`src/rtl/key_debounce_pkg.sv`:
```
// Shared definitions for the multi-key debouncer:
// channel FSM state encodings and the counter-width helper.
package key_debounce_pkg;

    typedef enum logic [1:0] {
        ST_IDLE         = 2'd0,
        ST_PRESS_WAIT   = 2'd1,
        ST_PRESSED      = 2'd2,
        ST_RELEASE_WAIT = 2'd3
    } key_state_e;

    // Bits needed to hold every value 0..limit.
    function automatic int cnt_width(input int limit);
        return (limit < 1) ? 1 : $clog2(limit + 1);
    endfunction

endpackage

```
`src/rtl/key_debounce_channel.sv`:
```
// One key channel: synchroniser, debounce FSM, hold and repeat timers.
// Ports: clk_i/rst_i (async, active-high), key_i raw level, repeat_en_i;
// level_o debounced level, press_o/release_o/long_o/repeat_o 1-cycle pulses.
module key_debounce_channel
    import key_debounce_pkg::*;
#(
    parameter int SYNC_STAGES     = 2,
    parameter int DEBOUNCE_CYCLES = 9,
    parameter int LONG_CYCLES     = 1000000,
    parameter int REPEAT_CYCLES   = 250000
) (
    input  logic clk_i,
    input  logic rst_i,
    input  logic key_i,
    input  logic repeat_en_i,
    output logic level_o,
    output logic press_o,
    output logic release_o,
    output logic long_o,
    output logic repeat_o
);

    localparam int DEB_W  = cnt_width(DEBOUNCE_CYCLES);
    localparam int HOLD_W = cnt_width(LONG_CYCLES);
    localparam int REP_W  = cnt_width(REPEAT_CYCLES);

    localparam logic [DEB_W-1:0]  DEB_ONE   = DEB_W'(1);
    localparam logic [DEB_W-1:0]  DEB_LAST  = DEB_W'(DEBOUNCE_CYCLES - 1);
    localparam logic [HOLD_W-1:0] HOLD_LAST = HOLD_W'(LONG_CYCLES - 1);
    localparam logic [HOLD_W-1:0] HOLD_MAX  = HOLD_W'(LONG_CYCLES);
    localparam logic [REP_W-1:0]  REP_LAST  = REP_W'(REPEAT_CYCLES - 1);

    logic [SYNC_STAGES-1:0] sync_q;
    logic                   s;

    key_state_e        state_q;
    logic [DEB_W-1:0]  deb_q;
    logic [HOLD_W-1:0] hold_q;
    logic [REP_W-1:0]  rep_q;
    logic              armed_q;
    logic              level_q;
    logic              press_q;
    logic              release_q;
    logic              long_q;
    logic              repeat_q;

    always_ff @(posedge clk_i or posedge rst_i) begin
        if (rst_i) begin
            sync_q <= '0;
        end else begin
            sync_q <= {sync_q[SYNC_STAGES-2:0], key_i};
        end
    end

    assign s = sync_q[SYNC_STAGES-1];

    always_ff @(posedge clk_i or posedge rst_i) begin
        if (rst_i) begin
            state_q   <= ST_IDLE;
            deb_q     <= '0;
            hold_q    <= '0;
            rep_q     <= '0;
            armed_q   <= 1'b0;
            level_q   <= 1'b0;
            press_q   <= 1'b0;
            release_q <= 1'b0;
            long_q    <= 1'b0;
            repeat_q  <= 1'b0;
        end else begin
            press_q   <= 1'b0;
            release_q <= 1'b0;
            long_q    <= 1'b0;
            repeat_q  <= 1'b0;
            case (state_q)
                ST_IDLE: begin
                    deb_q <= '0;
                    if (s) begin
                        state_q <= ST_PRESS_WAIT;
                        deb_q   <= DEB_ONE;
                    end
                end
                ST_PRESS_WAIT: begin
                    if (!s) begin
                        state_q <= ST_IDLE;
                        deb_q   <= '0;
                    end else if (deb_q == DEB_LAST) begin
                        state_q <= ST_PRESSED;
                        deb_q   <= '0;
                        press_q <= 1'b1;
                        level_q <= 1'b1;
                        hold_q  <= '0;
                        rep_q   <= '0;
                        armed_q <= 1'b0;
                    end else begin
                        deb_q <= deb_q + DEB_ONE;
                    end
                end
                ST_PRESSED: begin
                    // Timers advance on every PRESSED cycle, including the
                    // one that leaves for RELEASE_WAIT; they freeze there.
                    if (hold_q != HOLD_MAX) begin
                        hold_q <= hold_q + HOLD_W'(1);
                    end
                    if (!armed_q && hold_q == HOLD_LAST) begin
                        long_q  <= 1'b1;
                        armed_q <= 1'b1;
                        rep_q   <= '0;
                    end else if (armed_q) begin
                        if (!repeat_en_i) begin
                            rep_q <= '0;
                        end else if (rep_q == REP_LAST) begin
                            rep_q    <= '0;
                            repeat_q <= 1'b1;
                        end else begin
                            rep_q <= rep_q + REP_W'(1);
                        end
                    end
                    if (!s) begin
                        state_q <= ST_RELEASE_WAIT;
                        deb_q   <= DEB_ONE;
                    end
                end
                ST_RELEASE_WAIT: begin
                    if (s) begin
                        // Glitch: resume with hold/repeat untouched.
                        state_q <= ST_PRESSED;
                        deb_q   <= '0;
                    end else if (deb_q == DEB_LAST) begin
                        state_q   <= ST_IDLE;
                        deb_q     <= '0;
                        release_q <= 1'b1;
                        level_q   <= 1'b0;
                        hold_q    <= '0;
                        rep_q     <= '0;
                        armed_q   <= 1'b0;
                    end else begin
                        deb_q <= deb_q + DEB_ONE;
                    end
                end
                default: begin
                    state_q <= ST_IDLE;
                    deb_q   <= '0;
                    hold_q  <= '0;
                    rep_q   <= '0;
                    armed_q <= 1'b0;
                    level_q <= 1'b0;
                end
            endcase
        end
    end

    assign level_o   = level_q;
    assign press_o   = press_q;
    assign release_o = release_q;
    assign long_o    = long_q;
    assign repeat_o  = repeat_q;

endmodule

```
`src/rtl/key_debounce_multi.sv`:
```
// Multi-channel push-button conditioner: N_KEYS independent channels.
// Ports: CLK, RST (async, active-high), keys_in, repeat_en;
// level_out, press_out, release_out, long_out, repeat_out per channel.
module key_debounce_multi
    import key_debounce_pkg::*;
#(
    parameter int N_KEYS          = 4,
    parameter int SYNC_STAGES     = 2,
    parameter int DEBOUNCE_CYCLES = 9,
    parameter int LONG_CYCLES     = 1000000,
    parameter int REPEAT_CYCLES   = 250000
) (
    input  logic              CLK,
    input  logic              RST,
    input  logic [N_KEYS-1:0] keys_in,
    input  logic [N_KEYS-1:0] repeat_en,
    output logic [N_KEYS-1:0] level_out,
    output logic [N_KEYS-1:0] press_out,
    output logic [N_KEYS-1:0] release_out,
    output logic [N_KEYS-1:0] long_out,
    output logic [N_KEYS-1:0] repeat_out
);

    for (genvar k = 0; k < N_KEYS; k++) begin : g_ch
        key_debounce_channel #(
            .SYNC_STAGES    (SYNC_STAGES),
            .DEBOUNCE_CYCLES(DEBOUNCE_CYCLES),
            .LONG_CYCLES    (LONG_CYCLES),
            .REPEAT_CYCLES  (REPEAT_CYCLES)
        ) u_ch (
            .clk_i      (CLK),
            .rst_i      (RST),
            .key_i      (keys_in[k]),
            .repeat_en_i(repeat_en[k]),
            .level_o    (level_out[k]),
            .press_o    (press_out[k]),
            .release_o  (release_out[k]),
            .long_o     (long_out[k]),
            .repeat_o   (repeat_out[k])
        );
    end

endmodule

```
`config.mk`:
```
export PLATFORM = sky130hd
export DESIGN_NAME = key_debounce_multi
export DESIGN_NICKNAME = d
export VERILOG_FILES = /design/src/rtl/key_debounce_pkg.sv /design/src/rtl/key_debounce_channel.sv /design/src/rtl/key_debounce_multi.sv
export SDC_FILE = /design/constraint.sdc
export NUM_CORES = 1
export LEC_CHECK = 0
export BUFFER_PORTS_ARGS = -buffer_cell sky130_fd_sc_hd__buf_4
export CELL_PAD_IN_SITES_DETAIL_PLACEMENT = 2
export CELL_PAD_IN_SITES_GLOBAL_PLACEMENT = 2
export CORE_ASPECT_RATIO = 1.25
export CORE_MARGIN = 2
export CORE_UTILIZATION = 25
export CTS_CLUSTER_SIZE = 12
export DETAILED_ROUTE_END_ITERATION = 12
export HOLD_SLACK_MARGIN = 0.08
export PLACE_DENSITY_LB_ADDON = 0.08
export SLEW_MARGIN = 20
export SYNTH_ARGS = -nofsm -noshare
export SYNTH_HDL_FRONTEND = slang
export SYNTH_SLANG_ARGS = --single-unit
```
`constraint.sdc`:
```
create_clock -name CLK -period 7.75 [get_ports CLK]
set_clock_uncertainty 0.05 [all_clocks]
set_input_delay 2.325 -clock CLK [delete_from_list [all_inputs] [get_ports CLK]]
set_output_delay 2.325 -clock CLK [all_outputs]
set_load 0.01 [all_outputs]
```
==> results.sh <==
export IMPL_rows=85
export IMPL_synth_top_area_cell="dfrtp_1"
export IMPL_vias=8554
export IMPL_cts_setup_buffers=0
export IMPL_synth_edff_count=0
export IMPL_timing_slew_headroom=0.336
export IMPL_ys_seq_area_frac=0.479
export IMPL_cts_sinks=208
export IMPL_async_flop_share=1.00
export IMPL_synthTopCellsByArea="dfrtp_1, nor2_1, nand2_1, xor2_1, nand3_1"
export IMPL_die_x_um=190
export IMPL_dp_cells=1701
export IMPL_die_h_um=237
export IMPL_ant_nets=0
export IMPL_synthTopCellsByCount="dfrtp_1, nor2_1, nand2_1, nand3_1, o21ai_0"
export IMPL_area_growth_pct=15.6
export IMPL_grtUsageMet2=0.227
export IMPL_grt_pass1_wl_um=50700
export IMPL_drt_initial_drc_count=286
export IMPL_ys_types=70
export IMPL_outcome="complete, no violations"
export IMPL_crit_buf_inv=1
export IMPL_grt_use_met3=0.0179
export IMPL_cts_hold_buffers=0
export IMPL_clockBufferDepth=3
export IMPL_criticalPathCategory="in -> reg"
export IMPL_finalCriticalPeriod_ns=3.78
export IMPL_timing_hold_ws_ns=0.297
export IMPL_grt_use_total=0.135
export IMPL_syn_inst=1164
export IMPL_final_cells=1752
export IMPL_ir_drop_mv=0.161
export IMPL_synth_top_area_frac=0.479
export IMPL_root_buffer="clkbuf_16"
export IMPL_power_density_nw_per_um2=206
export IMPL_hold_viol_final=0
export IMPL_hold_path_class="reg -> reg"
export IMPL_start_util=0.253
export IMPL_first_pass_iters=4
export IMPL_drc_errors=0
export IMPL_max_stage_delay_ns=0.84
export IMPL_avgSynthCellArea_um2=9.33
export IMPL_synth_warnings=0
export IMPL_top_usage_layer="met2"
export IMPL_syn_area_um2=10900
export IMPL_io_pins=30
export IMPL_post_cts_resized=0
export IMPL_grt_use_met1=0.180
export IMPL_worstPathCellList="buf_4, o2111a_1, nor2b_1, a22o_1"
export IMPL_cts_tree="yes"
export IMPL_syn_nets=1194
export IMPL_layout_nets=1196
export IMPL_grt_pass1_vias=9553
export IMPL_via_per_inst=4.88
export IMPL_crit_fanout=18
export IMPL_required_ns=8.18
export IMPL_end_kind="flip-flop"
export IMPL_synth_most_common_cell="dfrtp_1"
export IMPL_grt_antenna_before_repair=0
export IMPL_fill_cells=4825
export IMPL_finalPower_uw=2590
export IMPL_drive_gt1_frac=0.0826
export IMPL_rsz0062_at_grt="no"
export IMPL_htreeDepth=1
export IMPL_period_share=0.488
export IMPL_port_buffers=29
export IMPL_tightest_slew_ns=0.987
export IMPL_diodes=0
export IMPL_setup_viol=0
export IMPL_dpl_hpwl_um=19300
export IMPL_slowest_stage="nor2b_1"
export IMPL_max_freq_ghz=0.264
export IMPL_clk_latency_ns=0.55
export IMPL_grt_ovfl_total=0
export IMPL_ys_ff_latch=208
export IMPL_start_kind="input port"
export IMPL_core_um2=43000
export IMPL_wirelength_um=29400
export IMPL_ys_dominant_reg_cell="dfrtp_1"
export IMPL_grt_max_degree=131
export IMPL_crit_family="compound AO/OA/AOI/OAI gates"
export IMPL_power_leakage_uw=0.00534
export IMPL_maxSlewViolCount=0
export IMPL_critPathArrivalTime_ns=4.21
export IMPL_avgRoutedWirePerCell_um=16.8
export IMPL_setup_tns_ns=0
export IMPL_cts_buffers=28
export IMPL_cts_reportedPaths_clkPinSlew_ns=0.05
export IMPL_die_area_um2=45100
export IMPL_max_cap_violations=0
export IMPL_gp_congestion=0.695
==> logic make-up after synthesis <==
kind of cell / count (synthesis) / synth area share
adder cells (fa/ha/maj): 20 / 0.0230
flip-flops: 208 / 0.479
buffers and inverters: 101 / 0.0427
AO/OA/AOI/OAI: 207 / 0.134
XOR/XNOR: 83 / 0.0669
AND/OR/NAND/NOR: 540 / 0.249
multiplexers: 5 / 0.00507
==> path summary, 6_finish.rpt <==
path	from	to	slack [ns]	cells after the start
worst max-delay path	repeat_en[3]	g_ch[3].u_ch.rep_q[11]	3.97	4
worst min-delay path	g_ch[2].u_ch.sync_q[0]	g_ch[2].u_ch.sync_q[1]	0.30	0
worst max register to register	g_ch[1].u_ch.hold_q[12]	g_ch[1].u_ch.rep_q[0]	4.27	6
worst min register to register	g_ch[2].u_ch.sync_q[0]	g_ch[2].u_ch.sync_q[1]	0.30	0
max in group asynchronous	RST	g_ch[2].u_ch.deb_q[2]	4.75	3
min in group asynchronous	RST	g_ch[0].u_ch.release_o	1.69	2
==> cell usage in the layout, fill, tap and decap left out, types with 7 or more instances in the layout <==
cell	n
a31oi_1	16
nand3_1	69
o2bb2a_1	9
a21oi_1	21
nor4b_1	7
or3_1	15
nand2b_1	12
clkbuf_8	9
a21o_1	18
inv_1	38
and4_1	9
xnor2_1	34
buf_4	33
o31ai_1	10
nor3_1	27
nand4_1	30
xor2_1	49
nand3b_1	8
or4_1	9
and2_1	13
nand2_1	127
and3_1	22
ha_1	20
nor4_1	13
nor3b_1	9
o21ai_0	55
nor2_1	140
nor2b_1	12
clkbuf_16	29
dfrtp_1	208
o22ai_1	7
a22o_1	17
==> sequential cells by signal, indices dropped and copies added, names as in the netlist, named ones only <==
| name | count |
|---|---|
| g_ch.u_ch.rep_q | 72 |
| g_ch.u_ch.sync_q | 8 |
| g_ch.u_ch.long_o | 4 |
| g_ch.u_ch.press_o | 4 |
| g_ch.u_ch.deb_q | 16 |
| g_ch.u_ch.armed_q | 4 |
| g_ch.u_ch.hold_q | 80 |
| g_ch.u_ch.release_o | 4 |
| g_ch.u_ch.repeat_o | 4 |
| g_ch.u_ch.state_q | 4 |
| g_ch.u_ch.level_o | 4 |
==> where the power goes <==
| group | internal (uW) | total, uW | switching [uW] |
|---|---|---|---|
| sequential | 1090 | 1100 | 10.7 |
| combinational | 13.4 | 47.2 | 33.8 |
| clock | 929 | 1440 | 507 |
| total | 2040 | 2590 | 552 |
==> per-layer routing <==
metal  vias up  wire (um)
met5         -          0
met4         0        586
met3        33        737
met2        61      13900
met1      4353      14200
li1       4107          -
==> stage by stage <==
step	setup slack, ns	utilization	instance area [um^2]
2_1_floorplan	2.67	-	10900
3_3_place_gp	3.41	0.268	11500
5_1_grt	3.84	0.292	12600
4_1_cts	3.94	0.292	12600
3_5_place_dp	3.35	0.268	11500
6_report	3.97	0.292	12600
==> layout make-up <==
type                            count  area [um^2]  area share
Clock buffer                       42          865      0.0689
Clock inverter                      9          170      0.0136
Inverter                           39          150      0.0120
Multi-Input combinational cell    855         5190       0.413
Sequential cell                   208         5200       0.415
Tap cell                          565          707      0.0563
Timing Repair Buffer               34          268      0.0213
==> worst reg2reg max path, stage by stage, from the launching register on <==
cell and delay (ns):
dfrtp_1 0.41, or4bb_1 0.50, or4_1 0.57, or3_1 0.48, o2111ai_2 0.70, nand2b_1 0.49, o21ai_0 0.16
Power figures use the tool's default switching activity.
